<file path="src/rtl/video_timing_pkg.sv">
// Shared timing presets and elaboration helpers for the raster timing generator.
package video_timing_pkg;

  typedef struct packed {
    int unsigned h_active;
    int unsigned h_fp;
    int unsigned h_sync;
    int unsigned h_bp;
    int unsigned v_active;
    int unsigned v_fp;
    int unsigned v_sync;
    int unsigned v_bp;
    logic        hs_pol;
    logic        vs_pol;
  } timing_t;

  localparam timing_t Timing480p = '{
    h_active: 720,  h_fp: 16,  h_sync: 62, h_bp: 60,
    v_active: 480,  v_fp: 9,   v_sync: 6,  v_bp: 30,
    hs_pol: 1'b0, vs_pol: 1'b0
  };

  localparam timing_t Timing720p = '{
    h_active: 1280, h_fp: 110, h_sync: 40, h_bp: 220,
    v_active: 720,  v_fp: 5,   v_sync: 5,  v_bp: 20,
    hs_pol: 1'b1, vs_pol: 1'b1
  };

  localparam timing_t Timing1080p = '{
    h_active: 1920, h_fp: 88,  h_sync: 44, h_bp: 148,
    v_active: 1080, v_fp: 4,   v_sync: 5,  v_bp: 36,
    hs_pol: 1'b1, vs_pol: 1'b1
  };

  localparam timing_t Timing480x272 = '{
    h_active: 480,  h_fp: 2,   h_sync: 41, h_bp: 2,
    v_active: 272,  v_fp: 2,   v_sync: 10, v_bp: 2,
    hs_pol: 1'b0, vs_pol: 1'b0
  };

  function automatic int unsigned axis_total(input int unsigned active, input int unsigned fp,
                                             input int unsigned sync, input int unsigned bp);
    return active + fp + sync + bp;
  endfunction

  function automatic bit total_fits(input int unsigned total, input int unsigned width);
    return longint'(total) < (longint'(1) << width);
  endfunction

endpackage

</file>
<file path="src/rtl/video_timing_gen_timing_axis.sv">
// One raster axis: wrapping counter plus sync, active-span and coordinate decodes.
module timing_axis
  import video_timing_pkg::*;
#(
  parameter int unsigned CNT_W  = 12,
  parameter int unsigned ACTIVE = 720,
  parameter int unsigned FP     = 16,
  parameter int unsigned SYNC   = 62,
  parameter int unsigned BP     = 60,
  parameter bit          POL    = 1'b1
) (
  input  logic             clk_i,
  input  logic             rst_i,
  input  logic             step_i,
  output logic             wrap_o,
  output logic             sync_o,
  output logic             act_o,
  output logic [CNT_W-1:0] coord_o
);

  localparam int unsigned Total = axis_total(ACTIVE, FP, SYNC, BP);
  localparam int unsigned Start = SYNC + BP;
  localparam logic [CNT_W-1:0] Last = CNT_W'(Total - 1);

  logic [CNT_W-1:0] cnt_q, cnt_d;
  logic [CNT_W:0]   rel;

  always_comb begin
    wrap_o = step_i && (cnt_q == Last);
    cnt_d  = cnt_q;
    if (step_i) begin
      cnt_d = wrap_o ? '0 : cnt_q + 1'b1;
    end
  end

  always_ff @(posedge clk_i) begin
    if (rst_i) begin
      cnt_q <= '0;
    end else begin
      cnt_q <= cnt_d;
    end
  end

  // Extra bit makes counts below the span start wrap high, so one compare covers both edges.
  always_comb begin
    rel     = {1'b0, cnt_q} - (CNT_W + 1)'(Start);
    act_o   = rel < (CNT_W + 1)'(ACTIVE);
    coord_o = rel[CNT_W-1:0];
  end

  if (SYNC == 0) begin : g_no_sync
    assign sync_o = ~POL;
  end else begin : g_sync
    assign sync_o = (cnt_q < CNT_W'(SYNC)) ? POL : ~POL;
  end

endmodule

</file>
<file path="src/rtl/video_timing_gen.sv">
// Parametrised raster timing generator with a frame-shadowed sub-window and line/frame markers.
module video_timing_gen
  import video_timing_pkg::*;
#(
  parameter int unsigned CNT_W      = 12,
  parameter int unsigned H_ACTIVE   = 720,
  parameter int unsigned H_FP       = 16,
  parameter int unsigned H_SYNC     = 62,
  parameter int unsigned H_BP       = 60,
  parameter int unsigned V_ACTIVE   = 480,
  parameter int unsigned V_FP       = 9,
  parameter int unsigned V_SYNC     = 6,
  parameter int unsigned V_BP       = 30,
  parameter bit          HS_POL     = 1'b1,
  parameter bit          VS_POL     = 1'b1,
  parameter int unsigned WIN_X0_RST = 0,
  parameter int unsigned WIN_Y0_RST = 0,
  parameter int unsigned WIN_W_RST  = 480,
  parameter int unsigned WIN_H_RST  = 272
) (
  input  logic             clk,
  input  logic             rst,
  input  logic             en,
  input  logic [CNT_W-1:0] win_x0,
  input  logic [CNT_W-1:0] win_y0,
  input  logic [CNT_W-1:0] win_w,
  input  logic [CNT_W-1:0] win_h,
  output logic             hs,
  output logic             vs,
  output logic             de,
  output logic [CNT_W-1:0] active_x,
  output logic [CNT_W-1:0] active_y,
  output logic             win_de,
  output logic [CNT_W-1:0] win_x,
  output logic [CNT_W-1:0] win_y,
  output logic             sof,
  output logic             eol
);

  localparam int unsigned HTotal = axis_total(H_ACTIVE, H_FP, H_SYNC, H_BP);
  localparam int unsigned VTotal = axis_total(V_ACTIVE, V_FP, V_SYNC, V_BP);

  if (!total_fits(HTotal, CNT_W)) begin : g_h_overflow
    $fatal(1, "horizontal total does not fit in CNT_W");
  end
  if (!total_fits(VTotal, CNT_W)) begin : g_v_overflow
    $fatal(1, "vertical total does not fit in CNT_W");
  end

  logic             h_wrap, h_sync, h_act;
  logic             v_wrap, v_sync, v_act;
  logic [CNT_W-1:0] x_c, y_c;

  timing_axis #(
    .CNT_W  (CNT_W),
    .ACTIVE (H_ACTIVE),
    .FP     (H_FP),
    .SYNC   (H_SYNC),
    .BP     (H_BP),
    .POL    (HS_POL)
  ) u_h_axis (
    .clk_i   (clk),
    .rst_i   (rst),
    .step_i  (en),
    .wrap_o  (h_wrap),
    .sync_o  (h_sync),
    .act_o   (h_act),
    .coord_o (x_c)
  );

  timing_axis #(
    .CNT_W  (CNT_W),
    .ACTIVE (V_ACTIVE),
    .FP     (V_FP),
    .SYNC   (V_SYNC),
    .BP     (V_BP),
    .POL    (VS_POL)
  ) u_v_axis (
    .clk_i   (clk),
    .rst_i   (rst),
    .step_i  (h_wrap & en),
    .wrap_o  (v_wrap),
    .sync_o  (v_sync),
    .act_o   (v_act),
    .coord_o (y_c)
  );

  logic             hs_q, hs_d, vs_q, vs_d, de_q, de_d;
  logic             win_de_q, win_de_d, sof_q, sof_d, eol_q, eol_d;
  logic [CNT_W-1:0] active_x_q, active_x_d, active_y_q, active_y_d;
  logic [CNT_W-1:0] win_x_q, win_x_d, win_y_q, win_y_d;
  logic [CNT_W-1:0] wx0_q, wx0_d, wy0_q, wy0_d, ww_q, ww_d, wh_q, wh_d;

  logic             de_c, in_x, in_y, win_c;
  logic [CNT_W:0]   x_ext, y_ext, x0_ext, y0_ext;

  always_comb begin
    de_c   = h_act & v_act;
    x_ext  = {1'b0, x_c};
    y_ext  = {1'b0, y_c};
    x0_ext = {1'b0, wx0_q};
    y0_ext = {1'b0, wy0_q};
    // Bounds summed one bit wider so a window near the top of the range cannot wrap to zero.
    in_x   = (x_ext >= x0_ext) && (x_ext < (x0_ext + {1'b0, ww_q}));
    in_y   = (y_ext >= y0_ext) && (y_ext < (y0_ext + {1'b0, wh_q}));
    win_c  = de_c & in_x & in_y;

    hs_d       = hs_q;
    vs_d       = vs_q;
    de_d       = de_q;
    active_x_d = active_x_q;
    active_y_d = active_y_q;
    win_de_d   = win_de_q;
    win_x_d    = win_x_q;
    win_y_d    = win_y_q;
    sof_d      = sof_q;
    eol_d      = eol_q;
    wx0_d      = wx0_q;
    wy0_d      = wy0_q;
    ww_d       = ww_q;
    wh_d       = wh_q;

    if (en) begin
      hs_d     = h_sync;
      vs_d     = v_sync;
      de_d     = de_c;
      win_de_d = win_c;
      sof_d    = de_c && (x_c == '0) && (y_c == '0);
      eol_d    = de_c && (x_c == CNT_W'(H_ACTIVE - 1));
      if (h_act) begin
        active_x_d = x_c;
      end
      if (v_act) begin
        active_y_d = y_c;
      end
      if (win_c) begin
        win_x_d = x_c - wx0_q;
        win_y_d = y_c - wy0_q;
      end
    end

    // Geometry only moves on the last pixel of the frame so a frame never sees a torn window.
    if (v_wrap) begin
      wx0_d = win_x0;
      wy0_d = win_y0;
      ww_d  = win_w;
      wh_d  = win_h;
    end
  end

  always_ff @(posedge clk) begin
    if (rst) begin
      hs_q       <= ~HS_POL;
      vs_q       <= ~VS_POL;
      de_q       <= 1'b0;
      active_x_q <= '0;
      active_y_q <= '0;
      win_de_q   <= 1'b0;
      win_x_q    <= '0;
      win_y_q    <= '0;
      sof_q      <= 1'b0;
      eol_q      <= 1'b0;
      wx0_q      <= CNT_W'(WIN_X0_RST);
      wy0_q      <= CNT_W'(WIN_Y0_RST);
      ww_q       <= CNT_W'(WIN_W_RST);
      wh_q       <= CNT_W'(WIN_H_RST);
    end else begin
      hs_q       <= hs_d;
      vs_q       <= vs_d;
      de_q       <= de_d;
      active_x_q <= active_x_d;
      active_y_q <= active_y_d;
      win_de_q   <= win_de_d;
      win_x_q    <= win_x_d;
      win_y_q    <= win_y_d;
      sof_q      <= sof_d;
      eol_q      <= eol_d;
      wx0_q      <= wx0_d;
      wy0_q      <= wy0_d;
      ww_q       <= ww_d;
      wh_q       <= wh_d;
    end
  end

  assign hs       = hs_q;
  assign vs       = vs_q;
  assign de       = de_q;
  assign active_x = active_x_q;
  assign active_y = active_y_q;
  assign win_de   = win_de_q;
  assign win_x    = win_x_q;
  assign win_y    = win_y_q;
  assign sof      = sof_q;
  assign eol      = eol_q;

endmodule
</file>
<file path="config.mk">
export PLATFORM = sky130hd
export DESIGN_NAME = video_timing_gen
export DESIGN_NICKNAME = d
export VERILOG_FILES = /design/src/rtl/video_timing_pkg.sv /design/src/rtl/video_timing_gen_timing_axis.sv /design/src/rtl/video_timing_gen.sv
export SDC_FILE = /design/constraint.sdc
export NUM_CORES = 1
export LEC_CHECK = 0
export BUFFER_PORTS_ARGS = -buffer_cell sky130_fd_sc_hd__buf_2
export CAP_MARGIN = 30
export CORE_MARGIN = 2
export CORE_UTILIZATION = 60
export DETAILED_ROUTE_END_ITERATION = 16
export PLACE_DENSITY = 0.82
export SLEW_MARGIN = 20
export SYNTH_ARGS = -nofsm -noshare
export SYNTH_HDL_FRONTEND = slang
export SYNTH_SLANG_ARGS = --single-unit
</file>
<file path="constraint.sdc">
create_clock -name clk -period 6.2 [get_ports clk]
set_input_delay 1.24 -clock clk [delete_from_list [all_inputs] [get_ports clk]]
set_output_delay 1.24 -clock clk [all_outputs]
set_load 0.03 [all_outputs]
</file>
Word-level counts from Yosys, hierarchy flattened
Cells that the tools add are included.
{ "classes": {"add_sub_neg": 8, "reduce_logical": 12, "magnitude_cmp": 8, "bitwise_logic": 4, "eq_ne": 3, "mux": 4} }
{ "op_table": {"columns": ["operator", "count"], "rows": [
  ["12-bit by 10-bit == test with 1-bit output, second input constant", 3],
  ["12-bit by 12-bit adder with 13-bit output", 2],
  ["12-bit by 13-bit less-than comparator with 1-bit output", 2],
  ["12-bit by 1-bit adder with 12-bit output, second input constant", 2],
  ["12-bit >= comparator", 2],
  ["12-bit logical NOT", 2],
  ["12-bit 2-to-1 mux", 2],
  ["12-bit subtractor", 2],
  ["13-bit by 10-bit less-than comparator with 1-bit output, second input constant", 1],
  ["13-bit by 9-bit less-than comparator with 1-bit output, second input constant", 1],
  ["12-bit by 6-bit subtractor with 13-bit output, second input constant", 1],
  ["12-bit by 7-bit subtractor with 13-bit output, second input constant", 1],
  ["12-bit by 3-bit less-than comparator with 1-bit output, second input constant", 1],
  ["12-bit by 6-bit less-than comparator with 1-bit output, second input constant", 1],
  ["1-bit logical AND", 7],
  ["2-bit AND reduction", 3],
  ["1-bit bitwise AND", 4],
  ["1-bit 2-to-1 mux", 2]
]} }
{ "totals": {"output_inout_bits": 54, "ff_bits": 126, "inputBits": 51, "word_cells": 55} }

Logic depth before layout (Yosys ltp)
Gate-level depths: netlist (run 1).
{ "logic_depth": {"word_depth": 6, "ltp_mapped": 19, "depth_no_buf": 18} }

Modules after synthesis
Synthesis (run 1) repeated with hierarchy kept, for this count alone.
{ "hier_totals": {"cells_unflattened": 983, "area_unflattened_um2": 8353.0} }
{ "by_module_without_submodules": {"columns": ["module", "area_each_um2", "n_inst", "seq_area_each_um2", "cells_per_inst"], "rows": [
  ["video_timing_gen", 6476.2, 1, 2042.0, 744],
  ["timing_axis at u_h_axis", 977.2, 1, 240.2, 124],
  ["timing_axis at u_v_axis", 899.6, 1, 240.2, 115]
]} }

Worst setup path before layout (run 1)
Ideal clock, no wire load.
{ "synth_timing": {"path_kind": "register -> register", "startpoint": "reg u_h_axis.cnt_q[1]", "endpoint": "reg win_x_q[0], in the netlist win_x[0]", "arrival_time_ns": 3.567, "period_less_slack_ns": 3.683, "t_required_ns": 6.084, "slack_ns": 2.517, "setup_time_ns": 0.116, "stages_incl_launch_ff": 17, "path_buffers": 2, "path_cell_list": "dfxtp_1 > inv_1 > ha_1 > clkbuf_1 > nor2_1 > xor2_1 > inv_1 > ha_1 > nand2_1 > o21ai_0 > nand2_1 > o21ai_0 > inv_1 > a221o_1 > or2_4 > buf_6 > a31o_1"} }
{ "synth_via": {"elab_chain_len": 6, "elab_cells_between_ends": 9, "classes_between": "add/sub (1); order compare (3); bitwise (3); reduce/logical (2)"} }
{ "synth_rtl": {"columns": ["item", "line", "source"], "rows": [
  ["start: declaration", "video_timing_gen_timing_axis.sv:25", "logic [CNT_W-1:0] cnt_q, cnt_d;"],
  ["start signal: assignment", "video_timing_gen_timing_axis.sv:40", "cnt_q <= cnt_d;"],
  ["12-bit by 7-bit subtractor with 13-bit output *", "video_timing_gen_timing_axis.sv:46", "rel = {1'b0, cnt_q} - (CNT_W + 1)'(Start);"],
  ["net u_h_axis.coord_o[1]", "video_timing_gen_timing_axis.sv:18", "output logic [CNT_W-1:0] coord_o"],
  ["13-bit by 10-bit less-than comparator with 1-bit output, or another cell as far along", "video_timing_gen_timing_axis.sv:47", "act_o = rel < (CNT_W + 1)'(ACTIVE);"],
  ["1-bit bitwise AND or 1-bit logical AND (tied branches)", "video_timing_gen.sv:98, video_timing_gen.sv:104", null],
  ["1-bit bitwise AND * (2 in a row)", "video_timing_gen.sv:106", "win_c = de_c & in_x & in_y;"],
  ["2-bit AND reduction (no line) *", null, null],
  ["end signal: assignment", "video_timing_gen.sv:174", "win_x_q <= win_x_d;"],
  ["end: declaration", "video_timing_gen.sv:91", "logic [CNT_W-1:0] win_x_q, win_x_d, win_y_q, win_y_d;"]
]} }
Mark *: on every way through the listed nets, which the timed path passes. The rest lies on a longest branch.
A chain may end at the register's enable or synchronous reset.

Worst setup path after layout (run 1)
{ "layout_timing": {"startpoint": "reg u_h_axis.cnt_q[1]", "endpoint": "reg win_x_q[6], in the netlist win_x[6]"} }
{ "layout_via": {"elab_chain_len": 6, "elab_cells_between_ends": 10, "classes_between": "add/sub (2); order compare (3); bitwise (3); reduce/logical (2)"} }
{ "layout_rtl": {"columns": ["item", "line"], "rows": [
  ["12-bit by 7-bit subtractor with 13-bit output *", "video_timing_gen_timing_axis.sv:46"],
  ["net u_h_axis.coord_o[1]", "video_timing_gen_timing_axis.sv:18"],
  ["13-bit by 10-bit less-than comparator with 1-bit output, or another cell as far along", "video_timing_gen_timing_axis.sv:47"],
  ["1-bit bitwise AND or 1-bit logical AND (tied branches)", "video_timing_gen.sv:98, video_timing_gen.sv:104"],
  ["1-bit bitwise AND (2 in a row)", "video_timing_gen.sv:106"],
  ["2-bit AND reduction (no line)", null]
]} }
Marks and branches as above.

==> results.toml, run 1 <==
[run_status]
status = "complete, no violations"

[route]
drc = 0
firstDrtPassIters = 5
vias = 7389
ant_nets = 0
wl_per_cell_um = 16.8
drt_iter0_drc = 591
totalWireLength_um = 21000
vias_per_cell = 5.89

[logic_synthesis]
synth_area_per_cell_um2 = 8.10
synth_cell_type_count = 75
syn-cell-area_um2 = 7990
synth_top_area_cell = "dfxtp_1"
ys_seq_area_share_pct = 31.6
ys.flop_type = "dfxtp_1"
synth_compound_area_share_pct = 18.0
synth_simple_gate_area_share_pct = 21.7
ys.warnings.count = 0
synthAdderAreaFrac_pct = 13.5
synth.top_cell.area_share_pct = 31.6
yosys-top-cells-count = "nand2_1, dfxtp_1, a21oi_1"
synth-xor-area-share_pct = 6.91
ys_async_sr_fraction_pct = 0
synth_most_common_cell = "nand2_1"
synth-edff-count = 0
synth_top_family_by_area = "simple AND/OR/NAND/NOR gates"
syn-num-nets = 1122
ys_ff_latch = 126
synth.area.mux_share_pct = 3.04
syn_inst = 987
synthTopCellsByArea = "dfxtp_1, ha_1, nand2_1, a21oi_1, xnor2_1"

[min_path]
worstHoldEndpoint = "win_y[2]$_SDFFE_PP0P_"
min_path_cells = 2
hp-class = "flip-flop to flip-flop"
hold_start = "win_y[2]$_SDFFE_PP0P_"

[worst_setup_path]
setup.worst_path.start = "u_h_axis.cnt_q[1]$_SDFFE_PP0P_"
required_ps = 6560
r2r_end = "win_x[6]$_SDFFE_PP0P_"
r2r_slack_ps = 1730
critPathArrivalTime_ps = 4830
cp_max_fo = 22
reg2reg_from = "u_h_axis.cnt_q[1]$_SDFFE_PP0P_"
worstRegToRegCells = 14
critical_path_class = "flip-flop to flip-flop"
crit_path_end_kind = "flip-flop"
start_kind = "flip-flop"

[final_layout]
fillCellCount = 1111
antenna_cells = 0
post-route-util_pct = 70.0
area_growth_pct = 15.1
drive_gt1_share_pct = 15.2
fin_nets = 1202
final_cells = 1255

[sta]
min_period_ps = 4470
tns_ps = 0
rsz0062_at_grt = "false"
fmax_mhz = 224
setup_viol = 0
hold_ws_ps = 455
finalCritPeriodShare_pct = 72.1
slew_headroom_pct = 44.7
tightestPinTransition_ps = 830
fin_skew_ps = 6.92
hold_viol_final = 0
drv_slew = 0

[floorplanning]
die_w_um = 119
die-height_um = 119
rows = 42
io_pins = 105
dieArea_um2 = 14300
core_um2 = 13100
initial_utilization_pct = 60.8

[placement]
io_buffers = 104
hpwlAfterDp_um = 15400
place.gp.congestion = 1.01
dp_cells = 1220

[power_and_ir_drop]
switchingPower_w = 0.000411
p_int_w = 0.00150
powerDensity_nw_per_um2 = 208
combPwrFrac_pct = 4.4
p_seq_share_pct = 42.6
vdd_drop_max_mv = 0.191
p_clk_share_pct = 53.0
leakagePower_nw = 3.75
switching_share_pct = 21.4

[cts]
clock-sinks = 126
clk_path_buf_depth = 2
ctsHtreeMaxLevel = 4
root_buffer = "clkbuf_16"
clk_latency_ps = 430
ctsHoldBuffers = 0
clk_pin_slew_ps = 60
cts_resized = 0
cts_buffers = 17
postCtsSetupRepairBufs = 0
cts_tree = "done"

[global_route]
grt_max_degree = 98
overflow = 0
grt_pass1_vias = 6649
antenna_found_initial = 0
grt_usage_pct = 30.2
grt_pass1_wl_um = 34100

[flow_run]
maxCapViolCount = 0
-- power groups by stage --
| stage | Clock (W) | Sequential [W] | Combinational (W) |
|---|---|---|---|
| 2_1_floorplan | 0 | 0.000833 | 0.0000478 |
| 3_3_place_gp | 0 | 0.000833 | 0.0000809 |
| 3_5_place_dp | 0 | 0.000833 | 0.0000810 |
| 4_1_cts | 0.00102 | 0.000815 | 0.0000814 |
| 5_1_grt | 0.00106 | 0.000815 | 0.0000940 |
| 6_report | 0.00101 | 0.000816 | 0.0000849 |
-- cell families (layout without fill, tap and decap cells) --
logic type,after synthesis,after routing
and+or+nand+nor,364,364
AOI/OAI and AO/OA,222,222
DFF,126,126
buffers and inverters,104,196
adders and majority gates,84,84
xor gates and xnor gates,63,63
muxes,24,24
-- critical path, cell delays in order (launching register included) --
cell and delay (ps):
dfxtp_1 550, inv_1 230, ha_1 390, nor2_1 320, xor2_1 260, inv_1 130, ha_1 350, a2111oi_0 430
o211ai_1 210, nand2_1 100, o21ai_0 110, inv_1 70, a221o_1 680, or2_4 350, mux2i_1 210
-- area by class of cell --
type | instances | area [µm²] | area share [%]
sequential | 126 | 2520 | 27.4
tap | 176 | 220 | 2.40
timing repair buffer | 110 | 602 | 6.55
clock buffer | 25 | 485 | 5.28
clock inverter | 6 | 108 | 1.17
inverter | 55 | 206 | 2.25
multi-input combinational | 757 | 5050 | 54.9
-- cells in the final DEF (no fill, tap or decap), drive strengths merged, types with 4 or more instances in the layout --
master	netlist	layout
o31ai	5	5
a31o	7	7
clkbuf	33	26
ha	80	80
mux2i	22	22
a211oi	15	15
nand2b	12	12
o211ai	17	17
nor2b	7	7
nand2	152	152
and3	5	5
nor2	80	80
nor4	13	13
fa	4	4
or3	11	11
nand3	25	25
nor3	20	20
inv	55	55
nand4	13	13
dfxtp	126	126
o21a	6	6
o21ai	36	36
buf	16	109
a21oi	89	89
a21o	6	6
nor3b	5	5
o41ai	7	7
o21bai	5	5
xnor2	40	40
or2	6	6
xor2	23	23
a31oi	4	4
-- state kept, by name (all words and copies together) (netlist names), 12 cells and up --
register / count
wh_q: 12
wx0_q: 12
active_x: 12
win_x: 12
ww_q: 12
wy0_q: 12
u_h_axis.cnt_q: 12
u_v_axis.cnt_q: 12
active_y: 12
win_y: 12
-- layer usage --
metal / vias up / GRT usage (%) / wire (µm)
met5: - / 0 / 0
met3: 35 / 6.47 / 1580
met4: 0 / 10.4 / 463
met1: 3430 / 44.9 / 10100
li1: 3630 / - / -
met2: 294 / 43.1 / 8870
-- through the flow --
stage | cell area, µm² | total power, W | setup WS, ps
2_1_floorplan | 7990 | 0.000881 | 2520
3_3_place_gp | 8540 | 0.000913 | 1930
3_5_place_dp | 8540 | 0.000914 | 1810
4_1_cts | 9130 | 0.00192 | 1790
5_1_grt | 9190 | 0.00197 | 1310
6_report | 9190 | 0.00192 | 1730
-- worst max path at each step --
stage                                  end  slack, ps  cells after the start
finish               win_x[6]$_SDFFE_PP0P_       1730                     14
global route        win_y[11]$_SDFFE_PP0P_       1310                     14
CTS                 win_y[11]$_SDFFE_PP0P_       1790                     15
detailed placement  win_y[11]$_SDFFE_PP0P_       1810                     15
global placement    win_y[11]$_SDFFE_PP0P_       1930                     14
floorplan            win_x[0]$_SDFFE_PP0P_       2520                     16
(Power assumes the default switching activity.)
==> inputs of run 2 (changes only) <==
--- a/config.mk
+++ b/config.mk
@@ -5,12 +5,13 @@
 export SDC_FILE = /design/constraint.sdc
 export NUM_CORES = 1
 export LEC_CHECK = 0
+export ABC_AREA = 1
 export BUFFER_PORTS_ARGS = -buffer_cell sky130_fd_sc_hd__buf_2
 export CAP_MARGIN = 30
 export CORE_MARGIN = 2
-export CORE_UTILIZATION = 60
+export CORE_UTILIZATION = 53
 export DETAILED_ROUTE_END_ITERATION = 16
-export PLACE_DENSITY = 0.82
+export PLACE_DENSITY = 0.77
 export SLEW_MARGIN = 20
 export SYNTH_ARGS = -nofsm -noshare
 export SYNTH_HDL_FRONTEND = slang
==> constraint.sdc (replaced) <==
create_clock -name clk -period 3.8 [get_ports clk]
set_input_delay 0.76 -clock clk [delete_from_list [all_inputs] [get_ports clk]]
set_output_delay 0.76 -clock clk [all_outputs]
set_load 0.03 [all_outputs]
==> results.toml, run 2 <==
[logic_synthesis]
ys.warnings.count = 0
yosys-top-cells-count = "nand2_1, nor2_1, dfxtp_1"
syn_inst = 1147
syn-num-nets = 1282
synth_top_area_cell = "dfxtp_1"
synth_most_common_cell = "nand2_1"
synth.top_cell.area_share_pct = 31.1
synth-edff-count = 0
ys_ff_latch = 126
ys.flop_type = "dfxtp_1"
ys_async_sr_fraction_pct = 0
syn-cell-area_um2 = 8100
ys_seq_area_share_pct = 31.1
synth_cell_type_count = 42
synthTopCellsByArea = "dfxtp_1, ha_1, nand2_1, nor2_1, a21oi_1"
synth_area_per_cell_um2 = 7.06

[cts]
clk_pin_slew_ps = 60
clk_path_buf_depth = 2
ctsHoldBuffers = 0
cts_buffers = 17
clock-sinks = 126
root_buffer = "clkbuf_16"
clk_latency_ps = 440
ctsHtreeMaxLevel = 4
cts_tree = "done"

[worst_setup_path]
critical_path_class = "flip-flop to flip-flop"
slowest_stage = "dfxtp_1"
required_ps = 4180
cp_max_fo = 11
cp_cell_sequence = "inv_1 -> ha_1 -> nor2_8 -> nand2_2 -> nand2_1 -> nand2_1 -> nand2_2 -> inv_1 -> ha_1 -> inv_1 -> nor3_1 -> nand3_1 -> nand4_1 -> nand3_4 -> nor2_8 -> nand2_2 -> nand2_1 -> nand2_1 -> nor2_1"
start_kind = "flip-flop"
crit_path_end_kind = "flip-flop"
critPathArrivalTime_ps = 3840
worstRegToRegCells = 19
crit_path_frequent_cell = "nand2_1"
setup.worst_path.start = "u_h_axis.cnt_q[1]$_SDFFE_PP0P_"
r2r_end = "win_y[0]$_SDFFE_PP0P_"
crit_end = "win_y[0]$_SDFFE_PP0P_"
r2r_slack_ps = 330
reg2reg_from = "u_h_axis.cnt_q[1]$_SDFFE_PP0P_"
cpPeakStageDelay_ps = 460

[sta]
min_period_ps = 3470
rsz0062_at_grt = "false"
tns_ps = 0
slew_headroom_pct = 59.7
tightestPinTransition_ps = 604
drv_slew = 0
hold_viol_final = 0
finalCritPeriodShare_pct = 91.2
fmax_mhz = 289
setup_viol = 0
fin_skew_ps = 10.6

[min_path]
hp-class = "flip-flop to flip-flop"
hold_start = "active_x[10]$_SDFFE_PP0P_"

[floorplanning]
io_pins = 105
dieArea_um2 = 16300
initial_utilization_pct = 53.7
die-height_um = 128
die_w_um = 128
rows = 45
core_um2 = 15100

[route]
vias = 7807
vias_per_cell = 5.39
wl_per_cell_um = 14.9
ant_nets = 0
firstDrtPassIters = 5
totalWireLength_um = 21600
drt_iter0_drc = 494
drc = 0

[final_layout]
final_cells = 1448
drive_gt1_share_pct = 14.0
fillCellCount = 1367
final_cell_mix = "nand2_1, nor2_1, dfxtp_1"
fin_nets = 1382
antenna_cells = 0
mostFrequentLayoutCell = "nand2_1"
area_growth_pct = 16.3

[power_and_ir_drop]
leakagePower_nw = 4.45
powerDensity_nw_per_um2 = 337
vdd_drop_max_mv = 0.423

[global_route]
overflow = 0
grt_usage_pct = 26.8
grt_max_degree = 66
antenna_found_initial = 0
grt_pass1_vias = 7410
grt_pass1_wl_um = 34600

[placement]
io_buffers = 104
dp_cells = 1412
hpwlAfterDp_um = 16000
place.gp.congestion = 0.949

[flow_run]
maxCapViolCount = 0

[run_status]
status = "complete, no violations"
-- run 2: cell types whose count changed after synthesis, sizes merged, moves of 12 or more --
cell | before | now
nor2 | 80 | 172
nand2 | 152 | 217
o211ai | 17 | 0
xnor2 | 40 | 12
xor2 | 23 | 40
inv | 55 | 127
mux2i | 22 | 0
nand3 | 25 | 75
o21ai | 36 | 73
nand2b | 12 | 0
clkbuf | 33 | 21
a21oi | 89 | 101
-- run 2: worst min path at each step --
stage	endpoint	slack (ps)	cells past startpoint
6_report	active_x[10]$_SDFFE_PP0P_	450	2
2_1_floorplan	wh_q[4]$_SDFFE_PP1P_	450	2
3_3_place_gp	active_x[10]$_SDFFE_PP0P_	430	2
3_5_place_dp	active_x[10]$_SDFFE_PP0P_	440	2
5_1_grt	active_x[10]$_SDFFE_PP0P_	480	2
4_1_cts	active_x[10]$_SDFFE_PP0P_	450	2
-- run 2: per-stage QoR --
stage | util, % | instance area (µm²) | hold WS, ps | power [W] | setup WS [ps]
6_report | 62.4 | 9420 | 452 | 0.00317 | 335
5_1_grt | 62.4 | 9420 | 480 | 0.00326 | 47.0
4_1_cts | 62.0 | 9360 | 453 | 0.00318 | 297
3_5_place_dp | 57.9 | 8740 | 445 | 0.00149 | 330
3_3_place_gp | 57.9 | 8740 | 430 | 0.00149 | 381
2_1_floorplan | - | 8100 | 446 | 0.00144 | 731
-- run 2: report_power, final --
group / internal [W] / switching (W) / total (W)
Sequential: 0.00132 / 0.00000396 / 0.00133
Clock: 0.00107 / 0.000640 / 0.00170
Combinational: 0.0000511 / 0.0000881 / 0.000139
-- run 2: cell families (layout without fill, tap and decap cells) --
kind of cell	count (synthesis)	after routing	synth area share, %
flops	126	126	31.1
fa+ha+maj	84	84	13.3
compound gates	200	200	13.1
simple gates	525	527	28.7
xor+xnor	52	52	5.81
buf+inv	160	271	7.88
-- run 2: layer usage --
layer,GRT usage (%),share of wire (%)
met1,34.9,46
met2,44.2,46
met3,5.78,5.9
met4,9.44,2.6
met5,0,0
-- run 2: layout make-up --
type                       instances  area, µm²  area share, %
inverter                         127        477           5.06
clock buffer                      19        453           4.81
tap                              188        235           2.50
sequential                       126       2520           26.8
multi-input combinational        863       4970           52.8
timing repair buffer             112        597           6.34
clock inverter                    13        164           1.74
-- run 2: what timing repair did --
action                     in CTS  in global routing
setup endpoints to repair       0                 23
setup buffers                   0                  2
gates resized for setup         0                  4
-- run 2: critical path: cells and delay by family (launching register included) --
kind                       cells  cell delay (ps)
and+or+nand+nor               14             1920
buffers and inverters          3              360
DFF                            1              460
adders and majority gates      2              650
